$ cat config.mk
export PLATFORM = sky130hd
export DESIGN_NAME = oc8051_cxrom_prefetch
export DESIGN_NICKNAME = d
export VERILOG_FILES = /design/src/rtl/oc8051_pf_pkg.sv /design/src/rtl/oc8051_pf_bytebuf.sv /design/src/rtl/oc8051_cxrom_prefetch.sv
export SDC_FILE = /design/constraint.sdc
export NUM_CORES = 1
export LEC_CHECK = 0
export CAP_MARGIN = 10
export CORE_MARGIN = 1.5
export CORE_UTILIZATION = 52
export DETAILED_ROUTE_END_ITERATION = 8
export PLACE_DENSITY = 0.8
export SYNTH_ARGS = -nofsm -noshare
export SYNTH_HDL_FRONTEND = slang
export SYNTH_SLANG_ARGS = --single-unit
$ cat constraint.sdc
create_clock -name clk -period 5.9 [get_ports clk]
set_clock_uncertainty 0.1 [all_clocks]
set_input_delay 0.885 -clock clk [delete_from_list [all_inputs] [get_ports clk]]
set_output_delay 0.885 -clock clk [all_outputs]
set_load 0.02 [all_outputs]
$ cat src/rtl/oc8051_pf_pkg.sv
// Shared constants and types for the oc8051 code-ROM prefetch buffer.
//   PF_FETCH_BYTES : bytes delivered by one ROM read (4-byte-wide port)
//   PF_MAX_INSN    : longest 8051 instruction, i.e. bytes shown to decode
//   PF_DEPTH       : default queue capacity in bytes
//   PF_AW          : code address width
package oc8051_pf_pkg;
  localparam int PF_FETCH_BYTES = 4;
  localparam int PF_MAX_INSN    = 3;
  localparam int PF_DEPTH       = 8;
  localparam int PF_AW          = 16;

  typedef logic [7:0]       pf_byte_t;
  typedef logic [PF_AW-1:0] pf_addr_t;
endpackage

$ cat src/rtl/oc8051_pf_bytebuf.sv
// Circular byte queue for the prefetch buffer.
// Ports:
//   clk, rst : clock, synchronous active-high reset (pointers/count only)
//   flush    : discard contents and load wr_data at slot 0 (redirect)
//   wr_en    : append wr_data (4 bytes) at the tail
//   wr_data  : 4 bytes, [7:0] first in code order
//   adv      : bytes removed from the head this cycle (caller keeps adv <= cnt)
//   rd_data  : 3-byte window starting at the head, [7:0] = head byte
//   cnt      : number of valid bytes held
module oc8051_pf_bytebuf
  import oc8051_pf_pkg::*;
#(
  parameter int DEPTH = PF_DEPTH,
  localparam int PW   = $clog2(DEPTH),
  localparam int CW   = $clog2(DEPTH + 1)
) (
  input  logic                        clk,
  input  logic                        rst,
  input  logic                        flush,
  input  logic                        wr_en,
  input  logic [8*PF_FETCH_BYTES-1:0] wr_data,
  input  logic [1:0]                  adv,
  output logic [8*PF_MAX_INSN-1:0]    rd_data,
  output logic [CW-1:0]               cnt
);
  typedef logic [PW-1:0] ptr_t;
  typedef logic [CW-1:0] cnt_t;

  pf_byte_t mem_q [DEPTH];
  pf_byte_t mem_d [DEPTH];
  ptr_t     head_q, head_d;
  ptr_t     tail_q, tail_d;
  ptr_t     wptr;
  cnt_t     cnt_q, cnt_d;

  always_comb begin
    mem_d = mem_q;
    wptr  = flush ? '0 : tail_q;
    // The caller only writes when at least 4 slots are free after this
    // cycle's consume, so the write never lands on a byte still in use.
    if (flush || wr_en) begin
      for (int i = 0; i < PF_FETCH_BYTES; i++) begin
        mem_d[wptr + ptr_t'(i)] = wr_data[8*i +: 8];
      end
    end

    if (flush) begin
      head_d = '0;
      tail_d = ptr_t'(PF_FETCH_BYTES);
      cnt_d  = cnt_t'(PF_FETCH_BYTES);
    end else begin
      head_d = head_q + ptr_t'(adv);
      tail_d = wr_en ? tail_q + ptr_t'(PF_FETCH_BYTES) : tail_q;
      cnt_d  = cnt_q - cnt_t'(adv) + (wr_en ? cnt_t'(PF_FETCH_BYTES) : cnt_t'(0));
    end
  end

  always_comb begin
    for (int i = 0; i < PF_MAX_INSN; i++) begin
      rd_data[8*i +: 8] = mem_q[head_q + ptr_t'(i)];
    end
  end

  assign cnt = cnt_q;

  always_ff @(posedge clk) begin
    if (rst) begin
      head_q <= '0;
      tail_q <= '0;
      cnt_q  <= '0;
    end else begin
      head_q <= head_d;
      tail_q <= tail_d;
      cnt_q  <= cnt_d;
    end
  end

  // Byte storage carries no reset; validity is tracked by cnt alone.
  always_ff @(posedge clk) begin
    mem_q <= mem_d;
  end
endmodule

$ cat src/rtl/oc8051_cxrom_prefetch.sv
// Instruction prefetch buffer between the 32-bit combinational code ROM
// and the oc8051 fetch/decode logic.
// Ports:
//   clk, rst       : clock, synchronous active-high reset
//   cxrom_addr     : ROM byte address of the current 4-byte read
//   cxrom_data_in  : ROM data for cxrom_addr, [7:0] = byte at cxrom_addr
//   pf_jmp         : redirect request, pf_jmp_addr = target
//   pf_cons        : bytes consumed this cycle (0..3), clamped to pf_cnt
//   pf_pc          : code address of pf_data[7:0]
//   pf_data        : next 3 code bytes, [7:0] at pf_pc
//   pf_cnt         : valid bytes in the queue
//   pf_err         : sticky over-consume flag
// Build option: define OC8051_PF_CHECK_EN to enable the over-consume
// check on pf_err; otherwise pf_err is tied low.
module oc8051_cxrom_prefetch
  import oc8051_pf_pkg::*;
#(
  parameter int DEPTH = PF_DEPTH,
  localparam int CW   = $clog2(DEPTH + 1)
) (
  input  logic                     clk,
  input  logic                     rst,
  output logic [PF_AW-1:0]         cxrom_addr,
  input  logic [31:0]              cxrom_data_in,
  input  logic                     pf_jmp,
  input  logic [PF_AW-1:0]         pf_jmp_addr,
  input  logic [1:0]               pf_cons,
  output logic [PF_AW-1:0]         pf_pc,
  output logic [8*PF_MAX_INSN-1:0] pf_data,
  output logic [CW-1:0]            pf_cnt,
  output logic                     pf_err
);
  typedef logic [CW-1:0] cnt_t;
  typedef logic [CW:0]   wide_t;

  pf_addr_t fetch_addr_q, fetch_addr_d;
  pf_addr_t pf_pc_q, pf_pc_d;
  cnt_t     cnt;
  cnt_t     cons_eff;
  wide_t    free_after;
  logic     fill;
  logic [1:0] adv;

  always_comb begin
    cons_eff   = (cnt_t'(pf_cons) < cnt) ? cnt_t'(pf_cons) : cnt;
    // Space available once this cycle's consumed bytes are released.
    free_after = wide_t'(DEPTH) - wide_t'(cnt) + wide_t'(cons_eff);
    fill       = !pf_jmp && (free_after >= wide_t'(PF_FETCH_BYTES));
    adv        = pf_jmp ? 2'd0 : 2'(cons_eff);
    cxrom_addr = pf_jmp ? pf_jmp_addr : fetch_addr_q;

    fetch_addr_d = fetch_addr_q;
    pf_pc_d      = pf_pc_q;
    if (pf_jmp) begin
      fetch_addr_d = pf_jmp_addr + pf_addr_t'(PF_FETCH_BYTES);
      pf_pc_d      = pf_jmp_addr;
    end else begin
      if (fill) fetch_addr_d = fetch_addr_q + pf_addr_t'(PF_FETCH_BYTES);
      pf_pc_d = pf_pc_q + pf_addr_t'(cons_eff);
    end
  end

  always_ff @(posedge clk) begin
    if (rst) begin
      fetch_addr_q <= '0;
      pf_pc_q      <= '0;
    end else begin
      fetch_addr_q <= fetch_addr_d;
      pf_pc_q      <= pf_pc_d;
    end
  end

  oc8051_pf_bytebuf #(.DEPTH(DEPTH)) u_bytebuf (
    .clk     (clk),
    .rst     (rst),
    .flush   (pf_jmp),
    .wr_en   (fill),
    .wr_data (cxrom_data_in),
    .adv     (adv),
    .rd_data (pf_data),
    .cnt     (cnt)
  );

  assign pf_pc  = pf_pc_q;
  assign pf_cnt = cnt;

`ifdef OC8051_PF_CHECK_EN
  logic pf_err_q, pf_err_d, proto_viol;

  always_comb begin
    proto_viol = !pf_jmp && (cnt_t'(pf_cons) > cnt);
    pf_err_d   = pf_err_q | proto_viol;
  end

  always_ff @(posedge clk) begin
    if (rst) pf_err_q <= 1'b0;
    else     pf_err_q <= pf_err_d;
  end

`ifndef SYNTHESIS
  always_ff @(posedge clk) begin
    if (!rst && proto_viol)
      $display("[oc8051_pf] over-consume at %0t: pf_cons=%0d pf_cnt=%0d", $time, pf_cons, cnt);
  end
`endif

  assign pf_err = pf_err_q;
`else
  assign pf_err = 1'b0;
`endif
endmodule

==> results.json, run 1 <==
{
  "drt-vias-per-instance": 5.625,
  "fillerInstances": 820,
  "clk_pin_slew_ns": 0.10,
  "drt-initial-drc-count": 241,
  "crit_required_ns": 6.06,
  "fin_crit_sh_pct": 80.79,
  "die_w_um": 108.8,
  "drive_gt1_share_pct": 14.59,
  "synthTopCellsByArea": "edfxtp_1 (33%), dfxtp_1 (14%), mux4_2 (9.3%)",
  "syn_to_final_growth_pct": 24.51,
  "drc": 0,
  "cts_buffers": 9,
  "status": "finished clean",
  "cts.sinks": 104,
  "final_nets": 679,
  "core_um2": 10890,
  "max_slew_margin_pct": 27.68,
  "p_per_area_nw_per_um2": 380.7,
  "dp.cells": 734,
  "clockBufferDepth": 2,
  "tightest_slew_ns": 1.081,
  "end_kind": "flip-flop",
  "vias": 4219,
  "synth_edf_count": 64,
  "synth_area_per_cell_um2": 11.57,
  "grt-ovfl-total": 0,
  "maxCapViolations": 0,
  "start_util_pct": 53.45,
  "setup_tns_ns": 0,
  "dr.pass1.iters": 7,
  "rsz0062_at_grt": "false",
  "cp_max_fo": 4,
  "grt_start_max_net_pins": 42,
  "ctsHoldBuffers": 0,
  "syn-cell-area_um2": 5819,
  "fin_cells": 750,
  "hold_viol": 0,
  "finalCriticalPeriod_ns": 4.767,
  "post-cts-setup-buffer-count": 0,
  "grt_pass1_wl_mm": 20.69,
  "die_area_um2": 11830,
  "arrival_ns": 4.93,
  "hold_class": "flip-flop to flip-flop",
  "finalPower_uw": 2759,
  "start_kind": "input port",
  "path_class": "input port to flip-flop",
  "syn_inst": 503,
  "cts_tree": "built",
  "cts_max_level": 3,
  "clock_latency_ns": 0.38,
  "die_h_um": 108.8,
  "place_hpwl_mm": 9.242,
  "final_area_um2": 7246,
  "ios": 114,
  "yosys_warnings": 0,
  "fmax_mhz": 209.8,
  "power_leakage_uw": 0.002598,
  "synth_ff_type": "edfxtp_1",
  "vdd_ir_drop_max_v": 0.0002014,
  "synth-seq-area-share_pct": 46.79,
  "globalplace.congestion": 0.8163,
  "grt_usage_pct": 23.00,
  "async_flop_share_pct": 0,
  "port_buffers": 112,
  "cts.repair.resized": 0,
  "antenna_found_initial": 1,
  "post_drt_wl_per_cell_um": 17.25,
  "synth_cell_type_count": 49,
  "grt_pass1_vias": 4284,
  "post_dp_cell_area_um2": 7023,
  "wl_mm": 12.94,
  "row_count": 38,
  "ant_nets": 0,
  "ys_ff_latch": 104,
  "diodes": 0,
  "synth_top_cell_area_share_pct": 33.03,
  "slew_violations": 0,
  "synth_area_leader_cell": "edfxtp_1",
  "cts_root_buf": "clkbuf_8",
  "setup-violations-final": 0
}
## synth_stat cells (all sizes together), types with 6 or more instances
cell     n
inv     22
a211oi   9
nor2    27
mux2    31
a21oi   22
edfxtp  64
nand2   48
mux4    24
buf     18
clkbuf  14
nor2b   12
o21ai   31
ha      17
o22ai    6
nand3    8
nor3     8
nand4    6
xor2    10
and2    15
mux2i   19
xnor2   17
dfxtp   40
## critical path, stage by stage
cell	delay, ns
clkdlybuf4s50_1	0.43
ha_1	0.29
a21oi_1	0.06
nor3_1	0.28
mux2_2	0.43
ha_1	0.29
ha_1	0.23
fa_1	0.39
xor2_1	0.15
nor2_1	0.18
o21ai_0	0.15
nand2_1	0.10
ha_1	0.26
fa_1	0.43
xnor2_1	0.18
xnor2_1	0.13
nor3_1	0.06
## cell type report
class | instances | area [µm²] | share of cell area (%)
Multi-Input combinational cell | 347 | 2856 | 39.42
Clock buffer | 11 | 162.7 | 2.245
Inverter | 23 | 86.33 | 1.192
Timing Repair Buffer | 120 | 1181 | 16.30
Clock inverter | 5 | 60.06 | 0.8289
Sequential cell | 104 | 2724 | 37.59
Tap cell | 140 | 175.2 | 2.418
## through the flow
| step | setup WS (ns) | util (%) | hold WS (ns) |
|---|---|---|---|
| detailed placement | 0.7446 | 64.50 | 0.3794 |
| global route | 0.9027 | 66.55 | 0.4330 |
| finish | 1.133 | 66.55 | 0.3984 |
| CTS | 1.147 | 66.55 | 0.3964 |
| floorplan | 0.6772 | - | 0.3549 |
| global placement | 0.8884 | 64.50 | 0.3739 |
## state kept, by name, summed over array words and instances, names as in the netlist
| signal | flops |
|---|---|
| u_bytebuf.head_q | 3 |
| fetch_addr_q | 16 |
| u_bytebuf.tail_q | 1 |
| u_bytebuf.cnt | 4 |
| pf_pc | 16 |
| u_bytebuf.mem_q | 64 |
## metal layers
metal	up-vias	track usage (%)	part of all wire, %
li1	2029	-	-
met4	2	7.425	1.4
met2	137	40.34	50
met1	2037	28.35	42
met3	14	4.782	6.5
met5	-	0	0.15
## cells by family (layout without fill, tap and decap cells)
group,count (synthesis),after routing,share of synthesized area [%]
DFF,104,104,46.79
and+or+nand+nor,140,140,12.58
adders and majority gates,21,21,5.031
AOI/OAI and AO/OA,81,81,8.557
buffers and inverters,55,159,4.365
muxes,74,74,18.56
other,1,4,0.06444
xor gates and xnor gates,27,27,4.064
## final timing paths
path | from | cells after the start | slack (ns) | to
worst max-delay path | pf_cons[1] | 17 | 1.13 | u_bytebuf.cnt[3]$_SDFF_PP0_
worst min-delay path | fetch_addr_q[12]$_SDFFE_PP0N_ | 2 | 0.40 | fetch_addr_q[12]$_SDFFE_PP0N_
worst max register to register | u_bytebuf.cnt[1]$_SDFF_PP0_ | 17 | 1.61 | u_bytebuf.cnt[3]$_SDFF_PP0_
worst min register to register | fetch_addr_q[12]$_SDFFE_PP0N_ | 2 | 0.40 | fetch_addr_q[12]$_SDFFE_PP0N_
## report_power, final
group	leakage (µW)	internal (µW)	switching [µW]	total, µW
sequential	0.000957	1020	114	1130
combinational	0.00153	556	589	1150
clock	0.000113	236	246	482
## cells in the final DEF, fill, tap and decap left out, types with 10 or more instances in the layout
| master | count |
|---|---|
| mux2i_1 | 19 |
| nor2_1 | 27 |
| mux4_2 | 24 |
| clkdlybuf4s50_1 | 112 |
| xor2_1 | 10 |
| xnor2_1 | 17 |
| ha_1 | 17 |
| o21ai_0 | 31 |
| nor2b_1 | 11 |
| inv_1 | 22 |
| clkbuf_8 | 10 |
| edfxtp_1 | 64 |
| mux2_2 | 31 |
| and2_1 | 15 |
| dfxtp_1 | 39 |
| nand2_1 | 48 |
| a21oi_1 | 22 |
Note: power is estimated with default switching activity, not from simulation.
==> inputs of run 2 (changes only) <==
- clock period: 5.9 -> 4.8 ns (I/O delays scaled with it)
==> results.json, run 2 (same netlist as run 1, synthesis figures left out) <==
{
  "post-cts-setup-buffer-count": 0,
  "clk_pin_slew_ns": 0.11,
  "ios": 114,
  "cts_tree": "built",
  "cts_buffers": 9,
  "dp.cells": 743,
  "die_w_um": 108.8,
  "largest_register_ffs": 64,
  "status": "finished clean",
  "fin_crit_sh_pct": 92.03,
  "wl_mm": 12.71,
  "p_per_area_nw_per_um2": 462.0,
  "met1_length_mm": 5.161,
  "path_class": "input port to flip-flop",
  "tightest_slew_ns": 0.6644,
  "start_kind": "input port",
  "hp-start": "fetch_addr_q[11]$_SDFFE_PP0N_",
  "clockBufferDepth": 2,
  "start_util_pct": 53.45,
  "final_common_cell": "clkdlybuf4s50_1",
  "die_h_um": 108.8,
  "grt_pass1_wl_mm": 20.30,
  "grt_start_max_net_pins": 44,
  "row_count": 38,
  "setup_tns_ns": 0,
  "dr.max_layer_used": "met4",
  "cts.sinks": 104,
  "post_drt_wl_per_cell_um": 16.75,
  "place_hpwl_mm": 9.206,
  "vias": 4246,
  "reg2reg_from": "u_bytebuf.cnt[1]$_SDFF_PP0_",
  "maxCapViolations": 0,
  "hold_viol": 0,
  "ctsHoldBuffers": 0,
  "regArea_um2": 2724,
  "critPathLaunch": "pf_cons[1]",
  "hold_class": "flip-flop to flip-flop",
  "final_nets": 688,
  "grt_pass1_vias": 4369,
  "arrival_ns": 4.56,
  "grt-ovfl-total": 0,
  "clock_latency_ns": 0.37,
  "met2WireLength_mm": 6.542,
  "end_kind": "flip-flop",
  "fmax_mhz": 226.4,
  "syn_to_final_growth_pct": 25.26,
  "port_buffers": 112,
  "slew_violations": 0,
  "diodes": 0,
  "layout_common_cells": "clkdlybuf4s50_1 (112), edfxtp_1 (64), nand2_1 (48)",
  "finalCriticalPeriod_ns": 4.417,
  "fillerInstances": 845,
  "antenna_found_initial": 0,
  "power_leakage_uw": 0.002621,
  "grt_usage_pct": 22.33,
  "fin_cells": 759,
  "drive_gt1_share_pct": 15.83,
  "met3_length_um": 885,
  "drt-initial-drc-count": 179,
  "ant_nets": 0,
  "dr.pass1.iters": 4,
  "cp_max_fo": 2,
  "cts_max_level": 3,
  "drt-vias-per-instance": 5.594,
  "setup-violations-final": 0,
  "crit_required_ns": 4.95,
  "die_area_um2": 11830,
  "core_um2": 10890,
  "multi_input_area_um2": 2856,
  "max_slew_margin_pct": 55.71,
  "cts.repair.resized": 0,
  "vdd_ir_drop_max_v": 0.0002702,
  "largest-register": "u_bytebuf.mem_q",
  "drc": 0,
  "rsz0062_at_grt": "false",
  "globalplace.congestion": 0.8626,
  "hold_ws_ns": 0.3982,
  "cts_root_buf": "clkbuf_8"
}
run 2: per-stage QoR:
stage	total power [µW]	setup slack, ns	instance area, µm²	util [%]
after global placement	2814	0.1529	7103	65.24
after CTS	3396	0.3572	7289	66.95
after floorplan	2292	0.3373	5833	-
after detailed placement	2871	-0.01465	7103	65.24
final	3368	0.3826	7289	66.95
after global routing	3570	0.07705	7289	66.95
run 2: routing by layer:
| metal | global-route usage, % | up-vias |
|---|---|---|
| li1 | - | 2054 |
| met1 | 25.64 | 2055 |
| met2 | 40.66 | 125 |
| met3 | 6.934 | 12 |
| met4 | 4.981 | 0 |
| met5 | 0 | - |
run 2: area by class of cell:
cell class	count	area share [%]
repair buffers	129	17.30
clock inverters	7	0.8582
well taps	140	2.403
multi-input cells	347	39.19
clock buffers	9	1.699
inverters	23	1.184
flip-flops and latches	104	37.37
run 2: where the power goes:
group | switching [µW] | internal, µW | leakage, µW
Sequential | 137 | 1250 | 0.000957
Clock | 325 | 199 | 0.0000859
Combinational | 732 | 726 | 0.00158
run 2: worst paths after layout:
check | to | slack [ns] | cells after the start
worst max-delay path | u_bytebuf.cnt[3]$_SDFF_PP0_ | 0.38 | 17
worst max register to register | u_bytebuf.cnt[3]$_SDFF_PP0_ | 0.71 | 17
worst min register to register | fetch_addr_q[11]$_SDFFE_PP0N_ | 0.40 | 2
worst min-delay path | fetch_addr_q[11]$_SDFFE_PP0N_ | 0.40 | 2
run 2: critical path, cell delays in order:
cell and delay (ns):
clkdlybuf4s50_1 0.43, ha_1 0.29, a21oi_1 0.05, nor3_1 0.23, mux2_2 0.39, ha_1 0.28, ha_1 0.22, fa_1 0.38
xor2_1 0.15, nor2_1 0.13, o21ai_0 0.12, nand2_1 0.11, ha_1 0.24, fa_1 0.43, xnor2_1 0.18, xnor2_1 0.14
nor3_1 0.05
==> inputs of run 3 (changes only) <==
- CORE_UTILIZATION: 52 -> 35
- PLACE_DENSITY: 0.8 -> not set
- clock period: 4.8 -> 4.13 ns (I/O delays scaled with it)
==> results.json, run 3 (same netlist as run 1, synthesis figures left out) <==
{
  "status": "finished clean",
  "die_area_um2": 17410,
  "setup_tns_ns": 0,
  "final_common_cell": "clkdlybuf4s50_1",
  "layout_common_cells": "clkdlybuf4s50_1 (111), edfxtp_1 (64), nand2_1 (48)",
  "arrival_ns": 4.14,
  "cts_root_buf": "clkbuf_16",
  "final_nets": 693,
  "cp_max_fo": 2,
  "die_h_um": 131.9,
  "post-place-ws_ns": -0.5362,
  "hold_ws_ns": 0.3890,
  "drt-initial-drc-count": 197,
  "diodes": 0,
  "wl_mm": 13.99,
  "core_um2": 16060,
  "dr.pass1.iters": 4,
  "cts_max_level": 3,
  "place_hpwl_mm": 9.916,
  "switching_share_pct": 33.47,
  "multi_input_area_um2": 2908,
  "tightest_slew_ns": 0.6150,
  "hold_class": "flip-flop to flip-flop",
  "reg2reg_from": "u_bytebuf.cnt[1]$_SDFF_PP0_",
  "cts_tree": "built",
  "syn_to_final_growth_pct": 31.37,
  "vias": 4294,
  "die_w_um": 131.9,
  "clockBufferDepth": 2,
  "globalplace.congestion": 0.8081,
  "ctsHoldBuffers": 0,
  "critPathSlowestCell": "clkdlybuf4s50_1",
  "netSwitchingPower_uw": 1467,
  "max_slew_margin_pct": 58.94,
  "grt_pass1_vias": 4367,
  "power_leakage_uw": 0.002737,
  "crit_required_ns": 4.30,
  "crit_top_cell": "fa_2",
  "antenna_found_initial": 1,
  "clock_latency_ns": 0.36,
  "layout_setup_ws_ns": 0.1659,
  "grt-ovfl-total": 0,
  "worst-path-buf-inv": 1,
  "setup-violations-final": 0,
  "ios": 114,
  "comb_power_share_pct": 41.9,
  "slew_violations": 0,
  "largest-register": "u_bytebuf.mem_q",
  "start_util_pct": 36.24,
  "hp-start": "fetch_addr_q[10]$_SDFFE_PP0N_",
  "final_area_um2": 7645,
  "post_dp_cell_area_um2": 7276,
  "port_buffers": 112,
  "crit_chain": "clkdlybuf4s50_1, nand2b_1, a21oi_1, nor3_2, mux2_4, ha_1, ha_2, fa_2, xor2_1, nor2_2, o21ai_2, nand2_1, ha_4, fa_2, xnor2_2, xnor2_1, nor3_1",
  "p_per_area_nw_per_um2": 573.5,
  "row_count": 46,
  "cts.sinks": 104,
  "drive_gt1_share_pct": 17.79,
  "grt_pass1_wl_mm": 22.22,
  "intPower_uw": 2917,
  "path_class": "input port to flip-flop",
  "vdd_ir_drop_max_v": 0.0002776,
  "clk_pin_slew_ns": 0.07,
  "pwr-share-seq_pct": 36.8,
  "maxCapViolations": 0,
  "fmax_mhz": 252.3,
  "cts_buffers": 9,
  "finalCriticalPeriod_ns": 3.964,
  "max_stage_delay_ns": 0.49,
  "largest_register_ffs": 64,
  "start_kind": "input port",
  "post_drt_wl_per_cell_um": 16.66,
  "drt-vias-per-instance": 5.112,
  "drc": 0,
  "ant_nets": 0,
  "finish.utilization_pct": 47.61,
  "clkPwrFrac_pct": 21.2,
  "hold_viol": 0,
  "cp_top_family": "adder cells",
  "grt_usage_pct": 16.30,
  "grt_start_max_net_pins": 44,
  "fillerInstances": 1429,
  "fin_crit_sh_pct": 95.98,
  "end_kind": "flip-flop",
  "critPathLaunch": "pf_cons[0]",
  "regArea_um2": 2724
}
## run 3: cell count changes in the layout (fill, tap and decap cells not counted), moves of 2 or more
cell,delta
buf_12,+3
clkbuf_16,+9
ha_1,-2
fa_2,+2
clkbuf_8,-9
bufinv_16,+2
buf_4,+2
inv_8,-2
fa_1,-2
## run 3: tightest hold or removal path: cells and delay by family, from the launching register on
kind / cells / cell delay (ns)
flip-flops: 1 / 0.32
AND/OR/NAND/NOR: 1 / 0.06
AO/OA/AOI/OAI: 1 / 0.06
## run 3: metal layers
| metal | wire (µm) | GRT usage (%) | part of all wire, % |
|---|---|---|---|
| met4 | 123 | 3.642 | 0.88 |
| met1 | 5973 | 19.85 | 43 |
| met5 | 17 | 0 | 0.12 |
| met3 | 933 | 5.075 | 6.7 |
| met2 | 6945 | 28.27 | 50 |
## run 3: final timing paths
check / endpoint / slack [ns] / depth (start not counted)
worst min-delay path: fetch_addr_q[10]$_SDFFE_PP0N_ / 0.39 / 2
worst max register to register: u_bytebuf.cnt[3]$_SDFF_PP0_ / 0.28 / 17
worst min register to register: fetch_addr_q[10]$_SDFFE_PP0N_ / 0.39 / 2
worst max-delay path: u_bytebuf.cnt[3]$_SDFF_PP0_ / 0.17 / 17
## run 3: layout make-up
cell class	count	share of cell area, %
well taps	216	3.535
flip-flops and latches	104	35.63
clock inverters	6	1.211
clock buffers	10	2.995
repair buffers	134	17.46
multi-input cells	347	38.04
inverters	23	1.129
## run 3: per-stage QoR
step	power [µW]	std cells
floorplan	2670	506
global placement	3350	823
detailed placement	3410	823
CTS	4389	840
global route	4631	840
finish	4384	840
## run 3: power groups by stage
stage / sequential (µW) / clock [µW] / combinational, µW
after floorplan: 1610 / 0 / 1060
after global placement: 1620 / 0 / 1730
after detailed placement: 1640 / 0 / 1770
after CTS: 1610 / 953 / 1820
after global routing: 1650 / 989 / 1990
final: 1610 / 932 / 1840
## run 3: what timing repair did
item | 4_1_cts | 5_1_grt
pin swaps | 5 | 3
gates resized for setup | 7 | 4
setup buffers | 1 | 0
setup endpoints to repair | 1 | 1
